[src/rtl/lsu_mem_ctrl.sv]
// Load/store unit stage: at most one memory access per accepted instruction, with byte-lane
// steering for stores and extract/extend for loads. Optional build macro: LSU_MISALIGN_CHECK_EN.
module lsu_mem_ctrl #(
  parameter int ADDR_W = 32
) (
  input  logic              clock,
  input  logic              reset,
  input  logic              in_valid,
  output logic              in_ready,
  input  logic              mem_en,
  input  logic              mem_wr,
  input  logic [2:0]        funct3,
  input  logic [ADDR_W-1:0] addr,
  input  logic [31:0]       wdata,
  output logic              out_valid,
  input  logic              out_ready,
  output logic [31:0]       lsu_data,
  output logic              lsu_sel,
  output logic              mem_req_valid,
  input  logic              mem_req_ready,
  output logic [ADDR_W-1:0] mem_addr,
  output logic              mem_wen,
  output logic [31:0]       mem_wdata,
  output logic [3:0]        mem_wmask,
  input  logic              mem_rsp_valid,
  input  logic [31:0]       mem_rsp_data
`ifdef LSU_MISALIGN_CHECK_EN
  ,
  output logic              misalign_err
`endif
);

  typedef enum logic [1:0] {S_IDLE, S_REQ, S_WAIT, S_DONE} state_t;

  state_t            r_state;
  state_t            w_next_state;
  logic              r_mem_en;
  logic              r_mem_wr;
  logic              r_misalign;
  logic [2:0]        r_funct3;
  logic [ADDR_W-1:0] r_addr;
  logic [31:0]       r_wdata;
  logic [31:0]       r_rdata;

  logic              w_accept;
  logic              w_in_misalign;
  logic              w_req;
  logic              w_done;
  logic [1:0]        w_off;
  logic [7:0]        w_byte;
  logic [15:0]       w_half;
  logic [31:0]       w_load_ext;
  logic [31:0]       w_st_data;
  logic [3:0]        w_st_mask;

  assign w_accept = in_valid & in_ready;
  assign w_req    = (r_state == S_REQ);
  assign w_done   = (r_state == S_DONE);
  assign w_off    = r_addr[1:0];

`ifdef LSU_MISALIGN_CHECK_EN
  // The offset must be a multiple of the access size; byte accesses can never misalign.
  always_comb begin
    w_in_misalign = 1'b0;
    if (mem_en) begin
      case (funct3[1:0])
        2'b00:   w_in_misalign = 1'b0;
        2'b01:   w_in_misalign = addr[0];
        default: w_in_misalign = |addr[1:0];
      endcase
    end
  end

  assign misalign_err = w_done & r_misalign;
`else
  assign w_in_misalign = 1'b0;
`endif

  // NOTE: every signal written here gets a default first, so no latch can be inferred.
  always_comb begin
    w_next_state = r_state;
    case (r_state)
      S_IDLE: if (w_accept) w_next_state = (mem_en && !w_in_misalign) ? S_REQ : S_DONE;
      S_REQ:  if (mem_req_ready) w_next_state = S_WAIT;
      S_WAIT: if (mem_rsp_valid) w_next_state = S_DONE;
      S_DONE: if (out_ready) w_next_state = S_IDLE;
      default: w_next_state = S_IDLE;
    endcase
  end

  // NOTE: non-blocking assignments make every register sample pre-edge values; the latched
  // fields are cleared on reset too, so the request and result outputs read 0 afterwards.
  always_ff @(posedge clock) begin
    if (reset) begin
      r_state    <= S_IDLE;
      r_mem_en   <= 1'b0;
      r_mem_wr   <= 1'b0;
      r_misalign <= 1'b0;
      r_funct3   <= '0;
      r_addr     <= '0;
      r_wdata    <= '0;
      r_rdata    <= '0;
    end else begin
      r_state <= w_next_state;
      if (w_accept) begin
        r_mem_en   <= mem_en;
        r_mem_wr   <= mem_wr;
        r_misalign <= w_in_misalign;
        r_funct3   <= funct3;
        r_addr     <= addr;
        r_wdata    <= wdata;
      end
      if (r_state == S_WAIT && mem_rsp_valid) r_rdata <= w_load_ext;
    end
  end

  // funct3[1:0] gives the size (illegal encodings fall to word), funct3[2] selects zero-extension.
  always_comb begin
    w_byte = mem_rsp_data[{w_off, 3'b000} +: 8];
    w_half = w_off[1] ? mem_rsp_data[31:16] : mem_rsp_data[15:0];
    case (r_funct3[1:0])
      2'b00:   w_load_ext = {{24{~r_funct3[2] & w_byte[7]}}, w_byte};
      2'b01:   w_load_ext = {{16{~r_funct3[2] & w_half[15]}}, w_half};
      default: w_load_ext = mem_rsp_data;
    endcase
  end

  always_comb begin
    case (r_funct3[1:0])
      2'b00: begin
        w_st_mask = 4'b0001 << w_off;
        w_st_data = {4{r_wdata[7:0]}};
      end
      2'b01: begin
        w_st_mask = 4'b0011 << {w_off[1], 1'b0};
        w_st_data = {2{r_wdata[15:0]}};
      end
      default: begin
        w_st_mask = 4'b1111;
        w_st_data = r_wdata;
      end
    endcase
  end

  assign in_ready      = (r_state == S_IDLE);
  assign mem_req_valid = w_req;
  assign mem_addr      = w_req ? {r_addr[ADDR_W-1:2], 2'b00} : '0;
  assign mem_wen       = w_req & r_mem_wr;
  assign mem_wdata     = w_req ? w_st_data : '0;
  assign mem_wmask     = w_req ? w_st_mask : '0;

  assign out_valid = w_done;
  assign lsu_sel   = w_done & r_mem_en & ~r_mem_wr & ~r_misalign;
  assign lsu_data  = lsu_sel ? r_rdata : '0;

endmodule

[config.mk]
export PLATFORM = sky130hd
export DESIGN_NAME = lsu_mem_ctrl
export DESIGN_NICKNAME = d
export VERILOG_FILES = /design/src/rtl/lsu_mem_ctrl.sv
export SDC_FILE = /design/constraint.sdc
export NUM_CORES = 1
export LEC_CHECK = 0
export ABC_AREA = 1
export CORE_MARGIN = 2
export CORE_UTILIZATION = 45
export CTS_BUF_LIST = sky130_fd_sc_hd__clkbuf_8 sky130_fd_sc_hd__clkbuf_16
export CTS_CLUSTER_SIZE = 20
export DETAILED_ROUTE_END_ITERATION = 7
export PLACE_DENSITY = 0.83
export SYNTH_ARGS = -nofsm -noshare
export SYNTH_HDL_FRONTEND = slang
export SYNTH_SLANG_ARGS = --single-unit
[constraint.sdc]
create_clock -name clock -period 2.3 [get_ports clock]
set_input_delay 0.46 -clock clock [delete_from_list [all_inputs] [get_ports clock]]
set_output_delay 0.46 -clock clock [all_outputs]
set_load 0.05 [all_outputs]
Word-level counts from Yosys, hierarchy flattened
Index checks and enable logic that the tools add are counted.

word-level totals
  bits in registers = 103
  input bits = 107
  output and inout bits = 105
  logic and storage cells = 44

cells by class
  equality and inequality tests = 8
  shift-type cells = 3
  multiplexer cells = 14
  bitwise operators = 8
  reduce and logical (&&, ||, !) cells = 4

operator list
  cell                                                                    number
  32-bit one-hot mux with 2 select lines                                  2
  32-bit two-way mux                                                      3
  32-bit by 6-bit variable part select with 8-bit output                  1
  16-bit two-way mux                                                      1
  2-bit two-way mux                                                       5
  2-bit one-hot mux with 4 select lines                                   1
  4-bit one-hot mux with 2 select lines                                   1
  1-bit bitwise AND                                                       6
  2-bit != test (second input constant)                                   3
  2-bit by 1-bit equality test with 1-bit output (second input constant)  2
  2-bit equality test (second input constant)                             2
  2-bit zero test                                                         2
  4-bit two-way mux                                                       1
  4-bit AND reduction                                                     1
  1-bit by 2-bit << shifter with 4-bit output (first input constant)      1
  2-bit by 2-bit << shifter with 4-bit output (first input constant)      1
  2-bit by 1-bit != test with 1-bit output (second input constant)        1
  1-bit NOT                                                               2
  1-bit logical AND                                                       1

Depth between registers and ports, before layout
Gate-level depths: netlist of run 1.

  depth in word-level cells = 4
  gate-level depth with buffers = 9
  gate-level depth less buffers = 8

Worst setup path before layout of run 1
Ideal clock, no wire load.

  kind = flip-flop to output port
  start point = register r_state[0]
  end point = output port lsu_data[10]
  arrival time = 3.228 ns
  required time = 1.840 ns
  path slack = -1.388 ns
  cell stages (with the launch flop) = 7
  path buffers = 1
  cells stage by stage = dfxtp_1 ha_1 inv_1 nor3_1 inv_1 clkbuf_1 nor2_1

between the ends
  cells in the longest elaborated chain, start to end = 4

ends and longest elaborated chain
  item                            line  source
  start: declaration              35    state_t r_state;
  start signal: assignment        104   r_state <= w_next_state;
  2-bit equality test             58    assign w_done = (r_state == S_DONE);
  named net out_valid             15    output logic out_valid,
  1-bit bitwise AND (2 in a row)  153   assign lsu_sel = w_done & r_mem_en & ~r_mem_wr & ~r_misalign;
  named net lsu_sel               18    output logic lsu_sel,
  32-bit two-way mux              154   assign lsu_data = lsu_sel ? r_rdata : '0;
  end: declaration                17    output logic [31:0] lsu_data,

The timed path passes the listed nets, and every way through them passes these cells.

Worst setup path in the final report of run 1
  start point = register r_state[0]
  end point = output port lsu_data[31]

between the ends
  cells in the longest elaborated chain, start to end = 4

ends and longest elaborated chain
  item                            line
  2-bit equality test             58
  1-bit bitwise AND (2 in a row)  153
  32-bit two-way mux              154

No other way between the ends.

==> run metrics, run 1 <==
Via Count=6,106; r2r endpoint=r_rdata[7]; Worst-Skew Late Latency=0.34 ns; # nets final=1,120; Remaining Overflow, GRT=0; Die Y=111 um; Clock transition at path regs=0.07 ns; R2R depth=8; dpl ws=0.246 ns; setup ws final=0.0857 ns; placed cell area=0.00859 mm2; period utilization=96.3%; Starting Density=45.8%; fin cells=1,156; outcome=completed; CTS Sinks=103; DR vias/cell=5.28; fin crit period=2.21 ns; routed length per instance=16.1 um; hold_buf cts=0; R2R setup slack=0.58 ns; reg2reg start=r_state[0]; initial antenna violation count=0; cells after synthesis=817; slowest stage delay, CP=0.38 ns; Port Buffer Count=209; Crit path required time=1.84 ns; Yosys warnings=0; Psw=4.32 mW; CTS Buf Count=9; cell area after synthesis=0.00519 mm2; synthesized area per cell=6.35 um2; switching portion of total power=45.6%; number of I/O pins=212; TritonCTS clock tree=yes; #FFs+latches synth=103; Slew Viols, Final=0; crit end category=output port; Slew HR=64.8%; DRC Markers=0; Internal=5.16 mW; Total Die Area=0.0124 mm2; drt pass-1 iters=5; placed insts=1,136; sequential share of the synthesized area=39.8%; Detailed Route WL=18.6 mm; Die W=111 um; setup skew after layout=0.00480 ns; first-pass GRT wire length=29.1 mm; dpl hpwl=13.2 mm; Clk pwr share=16.7%; Iteration-0 DRC Markers=407; synthesis-to-finish area growth=74.1%; Maximum Capacitance Violations=0; CTS root buf=clkbuf_16; Logic pwr share=56.3%; Tightest Pin Transition=0.527 ns; CP Class=register to output port; post-synthesis cell type count=27; worst-path cell chain=ha_2, inv_1, nor3_4, inv_4, clkbuf_16, nor2_4, buf_12; Finished Core Util=79.8%; remaining antenna violation count=0; hold path start=r_addr[11]; CTS Buffer Depth=2; Ant. Diodes=0; crit-path max FO=8; endpoints failing hold=0; CP max-delay cell=dfxtp_4; GRT Overall Usage=28.9%; Flop pwr share=27.0%; crit start category=register; CP endpoint=lsu_data[31]; routability cong.=0.921; num rows=39; Worst Setup SP=r_state[0]; final setup violating endpoints=0; Design Area, Final=0.00903 mm2; fmax=452 MHz; hold_ws=0.483 ns; Filler Cells Inserted=716; number of H-tree levels=3; leakage power figure=3.97 nW; pwr dens=1050 mW/mm2; worst vdd ir=0.769 mV; largest net degree at the start of global routing=76; Core Area=0.0113 mm2; crit path DAT=1.75 ns; share of post-route cells with drive strength above 1=22.5%; Hold/Removal Path Class=register to register; vias in the first global route=5,925
[metal layers]
layer	up-vias	GRT usage [%]	routed length (um)
met5	-	0	0
met4	0	11.5	706
met3	62	7.89	1710
met2	313	50.1	9070
met1	2801	34.1	7140
li1	2930	-	-
[registers in the layout (all words and copies together) (netlist names)]
name and flops:
r_mem_wr 1, r_mem_en 1, r_wdata 32, r_rdata 32, r_funct3 3, r_addr 32
r_state 2
[worst max-delay path, delay by kind of cell (launching register included)]
| kind | cells | cell delay (ns) |
|---|---|---|
| flops | 1 | 0.38 |
| buf+inv | 4 | 0.54 |
| simple gates | 2 | 0.29 |
| fa+ha+maj | 1 | 0.18 |
[power by group through the flow]
stage | clock [mW] | combinational [mW] | sequential (mW)
floorplan | 0 | 3.28 | 2.49
finish | 1.59 | 5.34 | 2.56
detailed placement | 0 | 5.22 | 2.57
CTS | 1.60 | 5.27 | 2.53
global route | 1.67 | 5.73 | 2.61
global placement | 0 | 5.14 | 2.54
[worst min-delay path by stage]
stage,to,cells after the start,slack (ns)
after CTS,r_addr[4],2,0.49
final,r_addr[11],2,0.48
after global routing,r_addr[20],2,0.51
after floorplan,r_addr[10],2,0.45
after detailed placement,r_addr[4],2,0.47
after global placement,r_addr[29],2,0.46
[cell families (layout without fill, tap and decap cells)]
family | count (synthesis) | count (layout) | share of synthesized area, %
buf+inv | 178 | 373 | 13.5
simple gates | 341 | 341 | 26.4
fa+ha+maj | 5 | 5 | 1.21
flops | 103 | 103 | 39.8
compound gates | 189 | 189 | 19.0
other cells | 1 | 2 | 0.0723
[layout make-up]
cell class | instances | area (um2) | area share (%)
flip-flops and latches | 103 | 2070 | 22.9
repair buffers | 230 | 3160 | 35.0
inverters | 127 | 479 | 5.31
multi-input cells | 537 | 2840 | 31.4
clock inverters | 4 | 43.8 | 0.485
well taps | 143 | 179 | 1.98
clock buffers | 12 | 267 | 2.95
[through the flow]
| stage | total power, mW | TNS [ns] |
|---|---|---|
| after global routing | 10.0 | -0.0115 |
| after CTS | 9.40 | 0 |
| after floorplan | 5.76 | -10.29 |
| after detailed placement | 7.78 | 0 |
| final | 9.48 | 0 |
| after global placement | 7.68 | 0 |
[placed cells by master, fill, tap and decap left out, types with 3 or more instances in the layout]
master           instances
a21oi_1                 41
buf_12                  88
buf_4                   30
clkbuf_16               11
clkbuf_8                 3
clkdlybuf4s50_1        107
dfxtp_1                101
ha_1                     3
inv_1                  120
inv_2                    7
nand2_1                101
nand2_2                  3
nand3_1                 10
nand4_1                  8
nor2_1                 147
nor2_2                  19
nor2_4                  40
nor3_2                   3
o211ai_1                 7
o21ai_0                107
o21ai_1                 15
o22ai_1                 14
o22ai_2                  3
or2_2                    5
[synthesized netlist by cell type]
cell | count | share of area [%]
or2_0 | 2 | 0.24
nor2_1 | 202 | 15
nand4_1 | 8 | 0.97
a21oi_1 | 42 | 4.1
nor3_1 | 4 | 0.39
inv_1 | 122 | 8.8
buf_2 | 6 | 0.58
nand2_1 | 102 | 7.4
inv_2 | 5 | 0.36
nand2_2 | 3 | 0.36
nand3_4 | 1 | 0.34
nor2_2 | 3 | 0.36
o21ai_0 | 110 | 11
clkbuf_2 | 1 | 0.096
o22ai_1 | 17 | 2.1
nor2_4 | 1 | 0.22
or2_2 | 5 | 0.60
buf_4 | 2 | 0.29
clkbuf_1 | 40 | 2.9
a211oi_1 | 1 | 0.14
conb_1 | 1 | 0.072
nand3_1 | 10 | 0.97
o211ai_1 | 7 | 1.0
ha_1 | 5 | 1.2
buf_6 | 2 | 0.43
dfxtp_1 | 103 | 40
o21ai_1 | 12 | 1.2
[repair_timing]
action	CTS	global route
cloned	0	3
resized for setup	3	13
endpoints found under the setup margin	16	51
pin swaps	0	1
setup buffers	0	1
Note: power is estimated with default switching activity, not from simulation.
==> inputs of run 2 (changes only) <==
--- a/config.mk
+++ b/config.mk
@@ -7,11 +7,11 @@
 export LEC_CHECK = 0
 export ABC_AREA = 1
 export CORE_MARGIN = 2
-export CORE_UTILIZATION = 45
+export CORE_UTILIZATION = 39
 export CTS_BUF_LIST = sky130_fd_sc_hd__clkbuf_8 sky130_fd_sc_hd__clkbuf_16
 export CTS_CLUSTER_SIZE = 20
 export DETAILED_ROUTE_END_ITERATION = 7
-export PLACE_DENSITY = 0.83
+export PLACE_DENSITY = 0.74
 export SYNTH_ARGS = -nofsm -noshare
 export SYNTH_HDL_FRONTEND = slang
 export SYNTH_SLANG_ARGS = --single-unit
==> run 2 against run 1 <==
  * Worst setup slack got worse by 0.0035 ns
  * Non-clock buffer count up 6
  * Worst hold slack better by 0.0020 ns
  * First-iteration DRC count down 6.9%
  * Routed wire length down 4.4%
  * Final cell count up 3.1%
  * Maximum frequency decreased by 0.16%
  * Power fell by 1.0%
  * Die area grew 15%
  * Utilization fell by 11 points
  * Sequential power about the same
  * Clock power is 5% lower
  * Largest power group unchanged
==> run metrics, run 2 (same netlist as run 1, synthesis figures left out) <==
final setup violating endpoints=0 (unchanged); crit start category=register; Die Y=119 um (+7.1%); Core Area=0.0131 mm2 (+16%); fin cells=1,192 (+3.1%); Total Die Area=0.0142 mm2 (+15%); crit end category=output port; routability cong.=0.885 (-3.9%); CTS Buf Count=9 (unchanged); Worst-Skew Late Latency=0.34 ns (about the same); num rows=42 (+7.7%); CTS root buf=clkbuf_16; dpl ws=0.0547 ns (-0.191 ns); Starting Density=39.5% (-6.3 points); synthesis-to-finish area growth=75.4%; initial antenna violation count=1 (+1); Remaining Overflow, GRT=0 (unchanged); Clock transition at path regs=0.06 ns (about the same); Hold/Removal Path Class=register to register; Tightest Pin Transition=1.12 ns (+0.594 ns); worst vdd ir=0.583 mV (-24%); commonest cells after routing, fill and taps aside=nor2_1, inv_1, clkdlybuf4s50_1; vias in the first global route=5,580 (-5.8%); Via Count=5,867 (-3.9%); first-pass GRT wire length=27.6 mm (-5.2%); largest net degree at the start of global routing=79 (+3.9%); number of I/O pins=212 (unchanged); setup skew after layout=0.00498 ns (+0.000180 ns); TritonCTS clock tree=yes; sum of negative setup slack=0 ns (unchanged); remaining antenna violation count=0 (unchanged); pwr dens=1030 mW/mm2 (-1.8%); Slew Viols, Final=0 (unchanged); Detailed Route WL=17.8 mm (-4.4%); CP Class=register to output port; Slew HR=25.3% (-39 points); GRT Overall Usage=24.6% (-4.3 points); CTS Sinks=103 (unchanged); Top Registers=r_addr (32), r_rdata (32), r_wdata (32); leakage power figure=3.97 nW (+0.11%); # nets final=1,126 (+0.54%); Iteration-0 DRC Markers=379 (-6.9%); share of post-route cells with drive strength above 1=22.9% (+0.43 points); crit path DAT=1.76 ns (about the same); crit-path max FO=32 (+24); Maximum Capacitance Violations=0 (unchanged); Ant. Diodes=0 (unchanged); RSZ-0062 raised after global routing=true; setup ws final=0.0822 ns (-0.00346 ns); DRC Markers=0 (unchanged); routed length per instance=14.9 um (-7.3%); dpl hpwl=12.8 mm (-3.3%); endpoints failing hold=0 (unchanged); fin crit period=2.22 ns (+0.00346 ns); hold_buf cts=0 (unchanged); outcome=completed; placed insts=1,170 (+3.0%); commonest non-fill, non-tap cell in the layout=nor2_1; CTS Buffer Depth=2 (unchanged); Finished Core Util=69.3% (-11 points); fmax=451 MHz (-0.16%); Total Power=9.38 mW (-1.0%); number of H-tree levels=3 (unchanged); drt pass-1 iters=5 (unchanged); period utilization=96.4% (+0.15 points); Die W=119 um (+7.1%); Port Buffer Count=209 (unchanged); DR vias/cell=4.92 (-6.8%); Crit path required time=1.84 ns (about the same); Filler Cells Inserted=1,087 (+52%)
-- run 2: worst max-delay path: stages, from the launching register on --
cell	delay, ns
dfxtp_4	0.36
inv_1	0.15
ha_4	0.20
buf_12	0.19
o21ai_1	0.18
nor2_4	0.14
buf_4	0.19
-- run 2: per-stage QoR --
step / hold WS [ns] / instance area (um2)
2_1_floorplan: 0.455 / 5570
3_3_place_gp: 0.461 / 8630
6_report: 0.485 / 9100
4_1_cts: 0.487 / 8990
3_5_place_dp: 0.472 / 8630
5_1_grt: 0.506 / 9100
-- run 2: cell type report --
class                           instances  area (um2)  share of cell area (%)
Timing Repair Buffer                  236        3190                    35.1
Multi-Input combinational cell        537        2850                    31.3
Sequential cell                       103        2070                    22.8
Inverter                              127         482                    5.29
Clock buffer                           11         253                    2.78
Tap cell                              176         220                    2.42
Clock inverter                          2        33.8                   0.371
-- run 2: per-layer routing --
layer  track usage, %  vias to the layer above  routed length, um
li1                 -                     2932                  -
met1             28.8                     2653               7070
met2             41.5                      254               8600
met3             9.10                       26               1770
met4             8.09                        2                351
met5                0                        -                 16
-- run 2: path summary, 6_finish.rpt --
| check | from | end | slack [ns] | cells after the start |
|---|---|---|---|---|
| max | r_state[1] | mem_wdata[30] | 0.08 | 6 |
| max reg2reg | r_addr[1] | r_rdata[18] | 0.42 | 7 |
| min | r_addr[21] | r_addr[21] | 0.49 | 2 |
| min reg2reg | r_addr[21] | r_addr[21] | 0.49 | 2 |
-- run 2: power breakdown --
part | leakage, nW | internal, mW | switching [mW] | total, mW
Sequential | 0.849 | 2.27 | 0.296 | 2.57
Combinational | 2.98 | 1.98 | 3.32 | 5.31
Clock | 0.145 | 0.882 | 0.627 | 1.51
Total | 3.97 | 5.14 | 4.25 | 9.38
-- run 2: repair_timing --
item                                    4_1_cts  5_1_grt
pin swaps                                     1        3
cloned                                        1        1
setup buffers                                 1        6
hold endpoints to repair                      0        0
gates resized for setup                      13       14
endpoints found under the setup margin       60       55
==> inputs of run 3 (changes only) <==
==> constraint.sdc (replaced) <==
create_clock -name clock -period 2.15 [get_ports clock]
set_input_delay 0.43 -clock clock [delete_from_list [all_inputs] [get_ports clock]]
set_output_delay 0.43 -clock clock [all_outputs]
set_load 0.05 [all_outputs]
==> run 3 against run 2 <==
  * Utilization rose by 0.28 points
  * Final cell count rose by 0.59%
  * Flip-flop and latch count stayed put
  * Highest routed layer is now met4
  * Worst hold slack got worse by 0.0040 ns
  * Worst setup slack got worse by 0.062 ns
  * Die area stayed put
  * Cell area is 0.40% higher
  * Clock power grew 3%
  * Non-clock buffer count increased by 4
  * Clock skew is essentially flat
==> run metrics, run 3 (same netlist as run 1, synthesis figures left out) <==
# nets final=1,130 (+0.36%); Iteration-0 DRC Markers=400 (+5.5%); largest net degree at the start of global routing=79 (unchanged); routability cong.=0.877 (-0.89%); sum of negative setup slack=0 ns (unchanged); DRC Markers=0 (unchanged); Core Area=0.0131 mm2 (unchanged); initial antenna violation count=0 (-1); first-pass GRT wire length=27.7 mm (+0.40%); CTS root buf=clkbuf_16; CP max-delay cell=dfxtp_4; Clock transition at path regs=0.06 ns (about the same); Slew Viols, Final=0 (unchanged); fin crit period=2.13 ns; GRT Overall Usage=24.8% (+0.20 points); num rows=42 (unchanged); CP Class=register to output port; Port Buffer Count=209 (unchanged); Detailed Route WL=17.7 mm (-0.47%); CTS Sinks=103 (unchanged); Finished Core Util=69.5% (+0.28 points); Top Registers=r_addr (32), r_rdata (32), r_wdata (32); Worst-Skew Late Latency=0.36 ns (+0.02 ns); commonest non-fill, non-tap cell in the layout=nor2_1; Via Count=5,844 (-0.39%); Die W=119 um (unchanged); outcome=completed; Filler Cells Inserted=1,083 (-0.37%); worst path bufs/invs=3 (unchanged); remaining antenna violation count=0 (unchanged); synthesis-to-finish area growth=76.1%; placed insts=1,170 (unchanged); share of post-route cells with drive strength above 1=28.7% (+5.8 points); endpoints failing hold=0 (unchanged); hold_ws=0.481 ns (-0.00400 ns); setup ws final=0.0203 ns (-0.0619 ns); Tightest Pin Transition=1.11 ns (-0.00639 ns); dpl ws=-0.0554 ns (-0.110 ns); setup skew after layout=0.00479 ns (-0.000194 ns); number of H-tree levels=3 (unchanged); crit end category=output port; leakage power figure=3.59 nW (-9.8%); RSZ-0062 raised after global routing=true; placed cell area=0.00844 mm2 (-2.2%); vias in the first global route=5,600 (+0.36%); number of I/O pins=212 (unchanged); Die Y=119 um (unchanged); Slew HR=25.7% (+0.43 points); Starting Density=39.5% (unchanged); CTS Buffer Depth=2 (unchanged); crit-path max FO=6 (-81%); worst-path cell chain=inv_4, ha_4, clkinvlp_4, nor3_4, buf_12; final setup violating endpoints=0 (unchanged); Remaining Overflow, GRT=0 (unchanged); dpl hpwl=12.5 mm (-1.8%); pwr dens=1140 mW/mm2 (+11%); Total Die Area=0.0142 mm2 (unchanged); CTS Buf Count=9 (unchanged); Crit path required time=1.72 ns (-0.12 ns); Design Area, Final=0.00914 mm2 (+0.40%); drt pass-1 iters=5 (unchanged); slowest stage delay, CP=0.37 ns (about the same); Hold/Removal Path Class=register to register; TritonCTS clock tree=yes; Maximum Capacitance Violations=0 (unchanged); crit-path leading delay family=buffers and inverters; fin cells=1,199 (+0.59%); worst vdd ir=0.811 mV (+39%); Total Power=10.4 mW (+11%); period utilization=99.1%; fmax=470 MHz; routed length per instance=14.8 um (-1.1%); DR vias/cell=4.87 (-0.97%); commonest cells after routing, fill and taps aside=nor2_1, clkdlybuf4s50_1, o21ai_0; crit path DAT=1.70 ns (-0.06 ns); crit start category=register; Ant. Diodes=0 (unchanged)
## run 3: cell count changes in the layout (fill, tap and decap cells not counted), moves of 16 or more
cell	delta
nand2_2	+21
clkinvlp_4	+41
inv_1	-41
buf_12	-28
nor2_2	-16
buf_6	+35
nand2_1	-22
## run 3: per-layer routing
metal / part of all wire [%] / vias up / GRT usage (%)
li1: - / 2942 / -
met1: 40 / 2650 / 29.2
met2: 49 / 214 / 41.6
met3: 7.5 / 38 / 7.04
met4: 3.3 / 0 / 11.6
met5: 0 / - / 0
## run 3: path summary, 6_finish.rpt
path,start,end,slack (ns),cells past startpoint
setup / recovery,r_state[1],mem_wdata[15],0.02,5
hold / removal,r_wdata[28],r_wdata[28],0.48,2
setup reg to reg,r_state[1],r_state[0],0.36,9
hold reg to reg,r_wdata[28],r_wdata[28],0.48,2
## run 3: final cells by class
type | instances | area [um2] | area share [%]
Timing Repair Buffer | 240 | 2980 | 32.6
Multi-Input combinational cell | 537 | 2950 | 32.3
Clock buffer | 11 | 253 | 2.77
Inverter | 127 | 639 | 7.00
Tap cell | 176 | 220 | 2.41
Sequential cell | 103 | 2070 | 22.7
Clock inverter | 5 | 25.0 | 0.274
## run 3: tightest hold or removal path: stages (launching register included)
cell	delay, ns
dfxtp_1	0.32
nor2_1	0.05
nor2_1	0.08
## run 3: what timing repair did
action	4_1_cts	5_1_grt
resized for setup	37	49
cloned	0	2
pin swaps	6	6
setup endpoints to repair	91	88
hold buffers	0	0
endpoints found under the hold margin	0	0
buffers inserted	7	4
## run 3: where the power goes
group / total [mW] / leakage [nW] / switching, mW / internal, mW
Combinational: 6.09 / 2.59 / 3.79 / 2.30
Sequential: 2.76 / 0.849 / 0.331 / 2.43
Clock: 1.56 / 0.144 / 0.727 / 0.837
